<file path="src/rtl/pwm_pulse_generator.sv">
// PWM pulse stage: accepts a duty value over valid/ready, double-buffers it and
// applies it at each period wrap, producing a registered glitch-free pulse.
module pwm_pulse_generator #(
    parameter int CNT_WIDTH = 6,
    parameter int PRESCALE  = 1
) (
    input  logic                 sysclk,
    input  logic                 reset,
    input  logic                 enable,
    input  logic [CNT_WIDTH:0]   duty_in,
    input  logic                 duty_valid,
    output logic                 duty_ready,
    output logic                 pwm_out,
    output logic                 period_start,
    output logic [CNT_WIDTH:0]   active_duty
);

    localparam int                 DUTY_W   = CNT_WIDTH + 1;
    localparam int                 PRE_W    = 16;
    localparam logic [DUTY_W-1:0]  DUTY_MAX = DUTY_W'(1 << CNT_WIDTH);
    localparam logic [PRE_W-1:0]   PRE_LAST = PRE_W'(PRESCALE - 1);

    logic [PRE_W-1:0]     r_pre_cnt;
    logic [CNT_WIDTH-1:0] r_pcnt;
    logic [DUTY_W-1:0]    r_pending;
    logic                 r_pending_valid;
    logic [DUTY_W-1:0]    r_active_duty;
    logic                 r_pwm;
    logic                 r_period_start;

    logic                 w_tick;
    logic                 w_wrap;
    logic                 w_accept;
    logic [DUTY_W-1:0]    w_duty_clamped;
    logic [DUTY_W-1:0]    w_pcnt_ext;

    assign w_tick         = enable && (r_pre_cnt == PRE_LAST);
    assign w_wrap         = w_tick && (r_pcnt == {CNT_WIDTH{1'b1}});
    assign w_accept       = duty_valid && !r_pending_valid;
    assign w_duty_clamped = (duty_in > DUTY_MAX) ? DUTY_MAX : duty_in;
    assign w_pcnt_ext     = {1'b0, r_pcnt};

    // NOTE: all state below is updated with non-blocking assignments so every
    // register samples the pre-edge values; blocking here would chain updates.
    always_ff @(posedge sysclk) begin
        if (reset) begin
            r_pre_cnt       <= '0;
            r_pcnt          <= '0;
            r_pending       <= '0;
            r_pending_valid <= 1'b0;
            r_active_duty   <= '0;
            r_pwm           <= 1'b0;
            r_period_start  <= 1'b0;
        end else begin
            if (enable) begin
                r_pre_cnt <= w_tick ? '0 : r_pre_cnt + 16'd1;
                if (w_tick)
                    r_pcnt <= r_pcnt + 1'b1;
            end else begin
                r_pre_cnt <= '0;
                r_pcnt    <= '0;
            end

            r_pwm          <= enable && (w_pcnt_ext < r_active_duty);
            r_period_start <= w_wrap;

            // Accept and load are exclusive: ready is low while a value is pending.
            if (w_accept) begin
                if (enable) begin
                    r_pending       <= w_duty_clamped;
                    r_pending_valid <= 1'b1;
                end else begin
                    r_active_duty   <= w_duty_clamped;
                end
            end else if (w_wrap && r_pending_valid) begin
                r_active_duty   <= r_pending;
                r_pending_valid <= 1'b0;
            end
        end
    end

    assign duty_ready   = !r_pending_valid;
    assign pwm_out      = r_pwm;
    assign period_start = r_period_start;
    assign active_duty  = r_active_duty;

endmodule
</file>
<file path="config.mk">
export PLATFORM = sky130hd
export DESIGN_NAME = pwm_pulse_generator
export DESIGN_NICKNAME = d
export VERILOG_FILES = /design/src/rtl/pwm_pulse_generator.sv
export SDC_FILE = /design/constraint.sdc
export NUM_CORES = 1
export LEC_CHECK = 0
export ABC_AREA = 1
export CAP_MARGIN = 15
export CORE_ASPECT_RATIO = 0.7
export CORE_MARGIN = 5
export CORE_UTILIZATION = 50
export CTS_BUF_LIST = sky130_fd_sc_hd__clkbuf_8
export DETAILED_ROUTE_END_ITERATION = 10
export GPL_TIMING_DRIVEN = 0
export PLACE_DENSITY = 0.71
export SYNTH_ARGS = -nofsm -noshare
export SYNTH_HDL_FRONTEND = slang
export SYNTH_SLANG_ARGS = --single-unit
</file>
<file path="constraint.sdc">
create_clock -name sysclk -period 2.9 [get_ports sysclk]
set_clock_uncertainty 0.05 [all_clocks]
set_input_delay 0.58 -clock sysclk [delete_from_list [all_inputs] [get_ports sysclk]]
set_output_delay 0.58 -clock sysclk [all_outputs]
set_load 0.03 [all_outputs]
</file>
## After elaboration in Yosys (flattened, before gate mapping)

Index checks and enable logic that the tools add are counted.

| word-level totals | value |
|---|---|
| register bits | 39 |
| word-level logic and storage cells | 35 |
| output and inout bits | 10 |

| operators by class | value |
|---|---|
| $add $sub $neg | 2 |
| reductions and logical operators | 13 |
| $lt $le $gt $ge | 2 |
| bitwise gates (word level) | 1 |
| multiplexer cells | 7 |
| equality and inequality tests | 3 |

Operator list:

| kind | count |
|---|---|
| 7-bit 2-to-1 mux | 4 |
| 16-bit by 1-bit adder with 16-bit output, second input constant | 1 |
| 16-bit zero test | 1 |
| 7-bit greater-than comparator, second input constant | 1 |
| 6-bit by 7-bit < comparator with 1-bit output | 1 |
| 6-bit by 1-bit adder with 6-bit output, second input constant | 1 |
| 6-bit == test, second input constant | 1 |
| 2-bit AND reduction | 3 |
| 1-bit logical AND | 5 |
| 2-bit != test, second input constant | 2 |
| 1-bit 2-to-1 mux | 3 |
| 3-bit OR reduction | 1 |
| 2-bit nonzero test | 1 |
| 2-bit OR reduction | 1 |
| 1-bit zero test | 1 |
| 1-bit inverter | 1 |

## Longest topological paths before layout

Gate-level depths: netlist (run 1).

| logic depth | value |
|---|---|
| depth after elaboration | 6 |
| mapped depth | 10 |

## Worst setup path before layout (run 1)

Ideal clock, no wire load.

| timing | value |
|---|---|
| path type | input to register |
| from | in reset |
| to | reg r_pre_cnt[10] |
| setup slack | 1.395 ns |
| setup time | 0.073 ns |
| path buffers | 1 |
| stages | 6 |
| arrival | 1.383 ns |
| path through | buf_2 -> nor2_1 -> inv_2 -> nor2_4 -> inv_2 -> nor3b_2 |

| on the way | value |
|---|---|
| longest elaborated chain between the ends | 1 |

Ends and longest elaborated chain:

| what | RTL line | source |
|---|---|---|
| start: declaration | 8 | `input logic reset,` |
| 3-bit OR reduction (no source line) | n/a |  |
| end signal: assignment | 56 | `r_pre_cnt <= w_tick ? '0 : r_pre_cnt + 16'd1;` |
| end: declaration | 23 | `logic [PRE_W-1:0] r_pre_cnt;` |

No other way between the ends.
A chain may end at the register's enable or synchronous reset.

## Worst setup path after layout (run 1)

| timing | value |
|---|---|
| from | reg r_pending_valid |
| to | out duty_ready |

| on the way | value |
|---|---|
| longest elaborated chain between the ends | 1 |

Ends and longest elaborated chain:

| what | RTL line | source |
|---|---|---|
| start: declaration | 26 | `logic r_pending_valid;` |
| start signal: assignment | 50 | `r_pending_valid <= 1'b0;` |
| start signal: assignment | 71 | `r_pending_valid <= 1'b1;` |
| start signal: assignment | 77 | `r_pending_valid <= 1'b0;` |
| 1-bit zero test | 82 | `assign duty_ready = !r_pending_valid;` |
| end: declaration | 12 | `output logic duty_ready,` |

No other way between the ends.

==> flow_summary.ini, run 1 <==
[critical_path]
cp-start-kind = register
crit_arrival_ns = 1.39
cp-startpoint = r_pending_valid
cp_max_fo = 4
r2r_cells = 8
r2r_slack_ns = 1.26
cp_data_required_time_ns = 2.27
r2r_start = r_pcnt[1]
setup.worst_path.end_class = primary output
path_class = register to primary output
r2r_end = active_duty[2]

[worst_hold_path]
hold_depth = 2
hold_end = r_pending[1]
hold_path_startpoint = r_pending[1]
hold_class = register to register

[global_routing]
overflow = 0
grtUsageTotal_pct = 16.47
antenna_found_initial = 0
grt_pass1_wl_um = 7417
grt_max_degree = 13
grt_pass1_vias = 1645

[detailed_routing]
post_drt_wl_per_cell_um = 11.79
first_iter_violations = 94
num_vias = 1845
firstDrtPassIters = 4
drc = 0
viasPerCell = 4.907
drt_wl_total_um = 4432
ant_nets = 0

[clocking]
holdBufCountCts = 0
cts_sinks = 39
cts_buffer_depth = 2
cts_buffers = 5
path_clk_slew_ns = 0.07
ctsResizeCount = 0
cts_tree = built
clock_latency_ns = 0.29
cts_root_buf = clkbuf_8
postCtsSetupBuffers = 0
htree_levels = 2

[timing]
fmax_mhz = 494.3
rsz0062_at_grt = no
finalSetupTns_ns = 0
period_share_pct = 69.76
worstMarginPinSlew_ns = 0.3148
min_period_ns = 2.023
maxSlewHeadroom_pct = 78.95
finalHoldViolCount = 0
setup_viol = 0
slew_viol_final = 0
hold_ws_ns = 0.4204

[layout]
nets = 342
antenna_cells = 0
area_delta_synth_final_pct = 18.34
fin_util_pct = 62.66
layout-drive-gt1-share_pct = 13.27

[floorplanning]
initial_core_util_pct = 52.94
fp.coreArea_um2 = 3994
floorplan.rows = 19
io_pins = 21
fp.dieArea_um2 = 5650
die_h_um = 64.41
die_w_um = 87.73

[logic_synthesis]
yosysUniqueCellTypes = 31
synth.largest_area_cell = dfxtp_1
ys_ff_latch = 39
avgSynthCellArea_um2 = 7.120
synth_top_area_share_pct = 36.92
synthesis.area_um2 = 2115
yosys_warnings = 0
syn_nets = 316
yosysSeqAreaShare_pct = 36.92
synth.top_cells.by_area = dfxtp_1 37%, nand2_1 11%, inv_1 6.9%
syn-instance-count = 297

[status]
outcome = complete, no violations

[place]
gp_congestion = 0.7992
port-buffer-count = 19
dp.final_hpwl_um = 3329

[power]
p_per_area_nw_per_um2 = 513.4
p_leak_nw = 1.074
ir_drop_v = 0.0004696

[job]
drv_cap = 0
[cells in the final DEF, fill, tap and decap left out, types with 8 or more instances in the layout]
cell,instances
clkdlybuf4s50_1,19
ha_1,8
a21oi_1,26
inv_1,40
nor2_1,35
nand2_1,63
nand3_1,21
dfxtp_1,39
o21ai_0,9
[routing by layer]
layer / GRT usage, % / share of wire [%] / up-vias / routed length, µm
met5: 0 / 0 / - / 0
met2: 22.84 / 40 / 38 / 1778
met3: 4.304 / 5.6 / 7 / 250
li1: - / - / 1000 / -
met1: 24.85 / 53 / 800 / 2359
met4: 4.598 / 0.99 / 0 / 44
[how the worst max path moves through the flow]
stage	to	slack (ns)	depth (start not counted)
floorplan	r_pre_cnt[10]	1.39	6
global placement	active_duty[2]	0.60	10
detailed placement	active_duty[0]	0.60	10
CTS	duty_ready	0.86	2
global route	active_duty[2]	0.79	10
finish	duty_ready	0.88	2
[worst max-delay path, stage by stage, from the launching register on]
cell and delay (ns):
dfxtp_1 0.34, inv_1 0.09, clkdlybuf4s50_1 0.67
[metrics by stage]
step	area (µm²)	power [mW]	instances	worst slack (ns)
CTS	2502	1.295	376	0.8650
global placement	2370	0.7628	368	0.6035
detailed placement	2370	0.7638	368	0.6027
global route	2502	1.350	376	0.7904
finish	2502	1.285	376	0.8770
floorplan	2115	0.6994	297	1.395
[final cells by class]
class                      instances  area [µm²]
buffer                             3       15.01
multi-input combinational        209        1146
fill                             360        1491
clock buffer                       5       68.82
clock inverter                     3       63.81
inverter                          46       172.7
tap                               52       65.06
sequential                        39       780.7
timing repair buffer              19       190.2
[synthesized netlist by cell type]
cell type	number
a211oi_1	1
a21oi_1	26
a21oi_2	1
a31oi_1	1
buf_2	3
clkinv_1	1
dfxtp_1	39
ha_1	8
inv_1	39
inv_2	6
nand2_1	63
nand2_2	6
nand2_4	1
nand3_1	21
nand3_2	3
nand3_4	1
nand4_1	4
nor2_1	35
nor2_2	3
nor2_4	6
nor2_8	1
nor3_1	4
nor3_4	1
nor3b_1	3
nor3b_2	2
nor4_1	1
o21ai_0	9
o21ai_1	2
or2_2	2
xnor2_1	1
xor2_1	3
[report_power, final]
group	total, mW	internal (mW)	leakage (nW)	switching, mW
Clock	0.532	0.340	0.0695	0.192
Sequential	0.565	0.554	0.317	0.0108
Combinational	0.188	0.0720	0.688	0.116
Total	1.28	0.967	1.07	0.318
[cells by family (layout without fill, tap and decap cells)]
kind of cell / count (synthesis) / in the layout / share of synthesized area (%)
and+or+nand+nor: 157 / 157 / 37.99
buffers and inverters: 49 / 76 / 8.875
AOI/OAI and AO/OA: 40 / 40 / 9.823
DFF: 39 / 39 / 36.92
adders and majority gates: 8 / 8 / 4.734
xor gates and xnor gates: 4 / 4 / 1.657
[flip-flops by register name (all words and copies together), names as in the netlist]
signal and cells:
r_pending_valid 1, active_duty 7, r_pre_cnt 16, r_pcnt 6, pwm_out 1, period_start 1
r_pending 7
Power figures use the tool's default switching activity.
==> inputs of run 2 (changes only) <==
--- a/config.mk
+++ b/config.mk
@@ -13,7 +13,7 @@
 export CTS_BUF_LIST = sky130_fd_sc_hd__clkbuf_8
 export DETAILED_ROUTE_END_ITERATION = 10
 export GPL_TIMING_DRIVEN = 0
-export PLACE_DENSITY = 0.71
+export PLACE_DENSITY = 0.74
 export SYNTH_ARGS = -nofsm -noshare
 export SYNTH_HDL_FRONTEND = slang
 export SYNTH_SLANG_ARGS = --single-unit
==> constraint.sdc (replaced) <==
create_clock -name sysclk -period 1.7 [get_ports sysclk]
set_clock_uncertainty 0.05 [all_clocks]
set_input_delay 0.34 -clock sysclk [delete_from_list [all_inputs] [get_ports sysclk]]
set_output_delay 0.34 -clock sysclk [all_outputs]
set_load 0.03 [all_outputs]
==> run 2 against run 1 <==
  * Sequential share of layout area rose by 0.79 points
  * Final cell count fell by 0.53%
  * Critical path depth fell by 1
  * Via count rose by 0.16%
  * First-iteration DRC count rose by 23%
  * Die area did not move
  * Design area fell by 2.0%
  * Worst setup slack got worse by 0.82 ns
  * Sequential cell count did not move
  * Register-to-register slack got worse by 1.2 ns
  * Core utilization fell by 1.3 points
  * Critical path type unchanged
  * Largest power group unchanged
==> flow_summary.ini, run 2 (synthesis gave the netlist of run 1 again) <==
[status]
outcome = complete, no violations

[critical_path]
max_stage_delay_ns = 0.66
cp-start-kind = register
cp_data_required_time_ns = 1.31
endpoint = period_start
setup.worst_path.end_class = primary output
crit_arrival_ns = 1.26
crit_family = buffers and inverters
r2r_end = r_pre_cnt[4]
r2r_slack_ns = 0.09
cp-startpoint = period_start
worst-path-buf-inv = 1
path_class = register to primary output
cp_max_fo = 1
path_cells = clkdlybuf4s50_1
cpMaxStageDelayCell = clkdlybuf4s50_1
cp.depth = 1
r2r_start = r_pre_cnt[0]
r2r_cells = 9

[timing]
maxSlewHeadroom_pct = 77.21
min_period_ns = 1.647
fmax_mhz = 607.1
fin_ws_ns = 0.05294
worstMarginPinSlew_ns = 0.3432
slew_viol_final = 0
setup_viol = 0
rsz0062_at_grt = yes
finalSetupTns_ns = 0
finalHoldViolCount = 0
period_share_pct = 96.89

[worst_hold_path]
hold_class = input pin to register

[layout]
fin_util_pct = 61.40
final_cell_mix = 62 x nand2_1, 40 x inv_1, 36 x dfxtp_1
nets = 342
antenna_cells = 0
layout-drive-gt1-share_pct = 14.29
final_common_cell = nand2_1
area_delta_synth_final_pct = 15.98
largest_reg_flops = 16
top_register = r_pre_cnt

[power]
p_leak_nw = 1.112
cell_internal_pwr_mw = 1.326
p_sw_share_pct = 28.56
ir_drop_v = 0.0005054
power_frac_seq_pct = 51.9
power_frac_clock_pct = 31.2
p_per_area_nw_per_um2 = 757.0
power_frac_comb_pct = 16.8
p_sw_mw = 0.5301

[floorplanning]
die_h_um = 64.41
io_pins = 21
initial_core_util_pct = 52.94
fp.dieArea_um2 = 5650
fp.coreArea_um2 = 3994
die_w_um = 87.73
floorplan.rows = 19

[global_routing]
grt_max_degree = 11
overflow = 0
grt_pass1_vias = 1747
antenna_found_initial = 0
grtUsageTotal_pct = 17.61
grt_pass1_wl_um = 7879

[clocking]
clock_latency_ns = 0.30
postCtsSetupBuffers = 0
path_clk_slew_ns = 0.08
cts_sinks = 39
cts_buffer_depth = 2
htree_levels = 2
cts_root_buf = clkbuf_8
cts_tree = built
cts_buffers = 5

[detailed_routing]
post_drt_wl_per_cell_um = 12.13
drt_wl_total_um = 4537
first_iter_violations = 116
viasPerCell = 4.941
drc = 0
ant_nets = 0
firstDrtPassIters = 4
num_vias = 1848

[place]
port-buffer-count = 19
gp_congestion = 0.8146
dp.final_hpwl_um = 3466
place_ws_ns = -0.3692

[job]
drv_cap = 0
-- run 2: cell types whose count changed in the layout (fill, tap and decap cells not counted), moves of 2 or more --
cell / change
bufinv_16: -2
o21ai_0: -2
dfxtp_2: +3
dlymetal6s2s_1: +3
clkdlybuf4s50_1: -10
dfxtp_1: -3
o21ai_1: +2
dlygate4sd2_1: +7
-- run 2: layout make-up --
type / instances / area [µm²]
fillers: 389 / 1541
multi-input cells: 209 / 1151
flip-flops and latches: 39 / 784.5
repair buffers: 19 / 188.9
inverters: 46 / 175.2
clock buffers: 5 / 68.82
well taps: 52 / 65.06
plain buffers: 3 / 15.01
clock inverters: 1 / 3.754
-- run 2: through the flow --
step                      hold WS [ns]  cell area [µm²]  total power [mW]  instances
after floorplan                 0.3884             2115             1.193        297
after global placement          0.4042             2370             1.300        368
after detailed placement        0.4104             2370             1.305        368
after CTS                       0.2929             2436             1.873        374
after global routing            0.3335             2452             1.951        374
final                           0.2931             2452             1.856        374
-- run 2: power by group through the flow --
stage	Clock, mW	Combinational [mW]	Sequential [mW]
after global placement	0	0.316	0.984
final	0.580	0.313	0.964
after floorplan	0	0.173	1.02
after detailed placement	0	0.321	0.985
after global routing	0.634	0.349	0.968
after CTS	0.595	0.314	0.963
-- run 2: worst min path at each step --
stage          depth (start not counted)      endpoint    startpoint
6_report                               2  r_pending[2]         reset
5_1_grt                                2  r_pending[0]         reset
4_1_cts                                2  r_pending[2]         reset
3_5_place_dp                           2  r_pending[2]  r_pending[2]
3_3_place_gp                           2  r_pending[2]  r_pending[2]
2_1_floorplan                          2  r_pending[6]  r_pending[6]
-- run 2: repair_timing --
item | 4_1_cts | 5_1_grt
cloned | 0 | 0
hold buffers | 0 | 0
gates resized for setup | 8 | 10
endpoints found under the setup margin | 22 | 22
pin swaps | 0 | 1
-- run 2: metal layers --
metal | vias up | global-route usage [%] | part of all wire, %
met5 | - | 0 | 0
met4 | 0 | 7.471 | 1.6
met3 | 8 | 4.051 | 4.8
met2 | 30 | 25.47 | 41
met1 | 812 | 25.04 | 53
li1 | 998 | - | -
==> patch, RTL diff (settings of run 2) <==
Make the reset (`reset`) asynchronous in one clocked block.
--- a/src/rtl/pwm_pulse_generator.sv
+++ b/src/rtl/pwm_pulse_generator.sv
@@ -43,5 +43,5 @@
     // NOTE: all state below is updated with non-blocking assignments so every
     // register samples the pre-edge values; blocking here would chain updates.
-    always_ff @(posedge sysclk) begin
+    always_ff @(posedge sysclk or posedge reset) begin
         if (reset) begin
             r_pre_cnt       <= '0;
Function: differs if reset is asserted again (counterexample within 4 cycles, from zero or initial values and one cycle with reset high); with reset held inactive, the same outputs for 10 cycles.
==> patch against run 2 <==
The flow now finishes with violations (negative setup slack). Final cell count shrank 5.3%. Total power grew 37%. Setup slack lost 140 ps. Final area grew 7.6%. Fmax shrank 7.6%. Sequential cell count is the same. Critical path type is now flop to flop. Register-to-register slack lost 170 ps. Wire length grew 6.6%. Synthesized cell count shrank 11%. Clock power grew 39%. Area after synthesis shrank 0.95%. Sequential power grew 16%. First-iteration DRC count grew 86%.
==> patch: results <==
[finish]
drive_gt1_frac = 0.172
layout.nets = 320

[yosys]
synthFlopType = "dfrtp_1"
synth_area_leaders = "dfrtp_1 47%, nand2_1 11%, inv_1 6.3%"
async_reset_ff_frac = 1.00
yosysSeqAreaShare = 0.466
synth_commonest_cells = "63 x nand2_1, 39 x dfrtp_1, 35 x inv_1"
synth_cell_types = 24
synth_fp_nets = 282

[power]
combPwrFrac = 0.240
vdd_drop_max_mv = 0.732
p_int_mw = 1.74
powerComb_mw = 0.609
power.leakage_nw = 1.28

[place]
hpwl_mm = 3.36
dpl_worst_slack_ps = -212
port_buffers = 20
globalplace.congestion = 0.853
dpl_cell_area_um2 = 2360

[global_routing]
grt.met2_usage = 0.243
grt_pass1_wl_mm = 7.84
grt_pass1_vias = 1655
grt_usage = 0.176
grt_use_met1 = 0.282
grt.met3_usage = 0.0385
grt_max_degree = 40

[timing]
setup_viol = 16
slew_headroom = 0.467
finalWorstSetupSlack_ps = -83.1

[critical_path]
cpPeakStageDelay_ps = 420
cp.arrival_ps = 1940
path_delay_family = "simple AND/OR/NAND/NOR gates"
crit_end = "r_pcnt[0]"
crit_fanout = 4
startpoint = "r_pre_cnt[0]"

[outcome]
outcome = "complete, but fails checks"
violations = "negative setup slack"

[routing]
met3_length_um = 286
vias = 1840
wl_met2_mm = 2.12
met1_length_mm = 2.40
drt_iter0_drc = 216
wirelength_mm = 4.84
drt_first_pass_iters = 4

[hold_path]
min-delay-start = "r_pending[3]"
hp-class = "flop to flop"
## patch: cell count changes after synthesis, moves of 3 or more
| cell | delta |
|---|---|
| o21ai_0 | +12 |
| nand3_2 | -3 |
| inv_1 | -4 |
| nand3_1 | -3 |
| nand2_2 | -6 |
| dfxtp_1 | -39 |
| nor2_4 | -6 |
| nor2_1 | -4 |
| dfrtp_1 | +39 |
| a21oi_1 | -14 |
| nor3_1 | +5 |
| inv_2 | -6 |
## patch: area by class of cell
class	count	area [um2]
Multi-Input combinational cell	186	1050
Tap cell	52	65.1
Sequential cell	39	976
Clock inverter	2	35.0
Fill cell	325	1360
Clock buffer	6	82.6
Inverter	35	135
Timing Repair Buffer	31	282
Buffer	3	12.5
## patch: cells by family (layout without fill, tap and decap cells)
logic type	Yosys count	in the layout	synth area share
AND/OR/NAND/NOR	135	135	0.299
flip-flops	39	39	0.466
buffers and inverters	38	77	0.0687
AO/OA/AOI/OAI	37	37	0.0932
adder cells (fa/ha/maj)	8	8	0.0478
XOR/XNOR	6	6	0.0251
## patch: what timing repair did
action | CTS | global route
endpoints found under the setup margin | 12 | 27
pin swaps | 2 | 11
gates resized for setup | 9 | 30
buffers inserted | 1 | 10
## patch: worst min-delay path by stage
stage                        end  cells past startpoint  slack (ps)
floorplan           r_pre_cnt[0]                      1         400
global placement    r_pending[5]                      2         420
detailed placement  r_pending[2]                      2         430
CTS                 r_pre_cnt[0]                      1         440
global route        r_pending[4]                      2         480
finish              r_pending[3]                      2         440
## patch: metrics by stage
| stage | setup TNS, ps | cells |
|---|---|---|
| 3_3_place_gp | -22350 | 335 |
| 3_5_place_dp | -3360 | 335 |
| 4_1_cts | 0 | 344 |
| 6_report | -523 | 354 |
| 2_1_floorplan | 0 | 263 |
| 5_1_grt | -3160 | 354 |
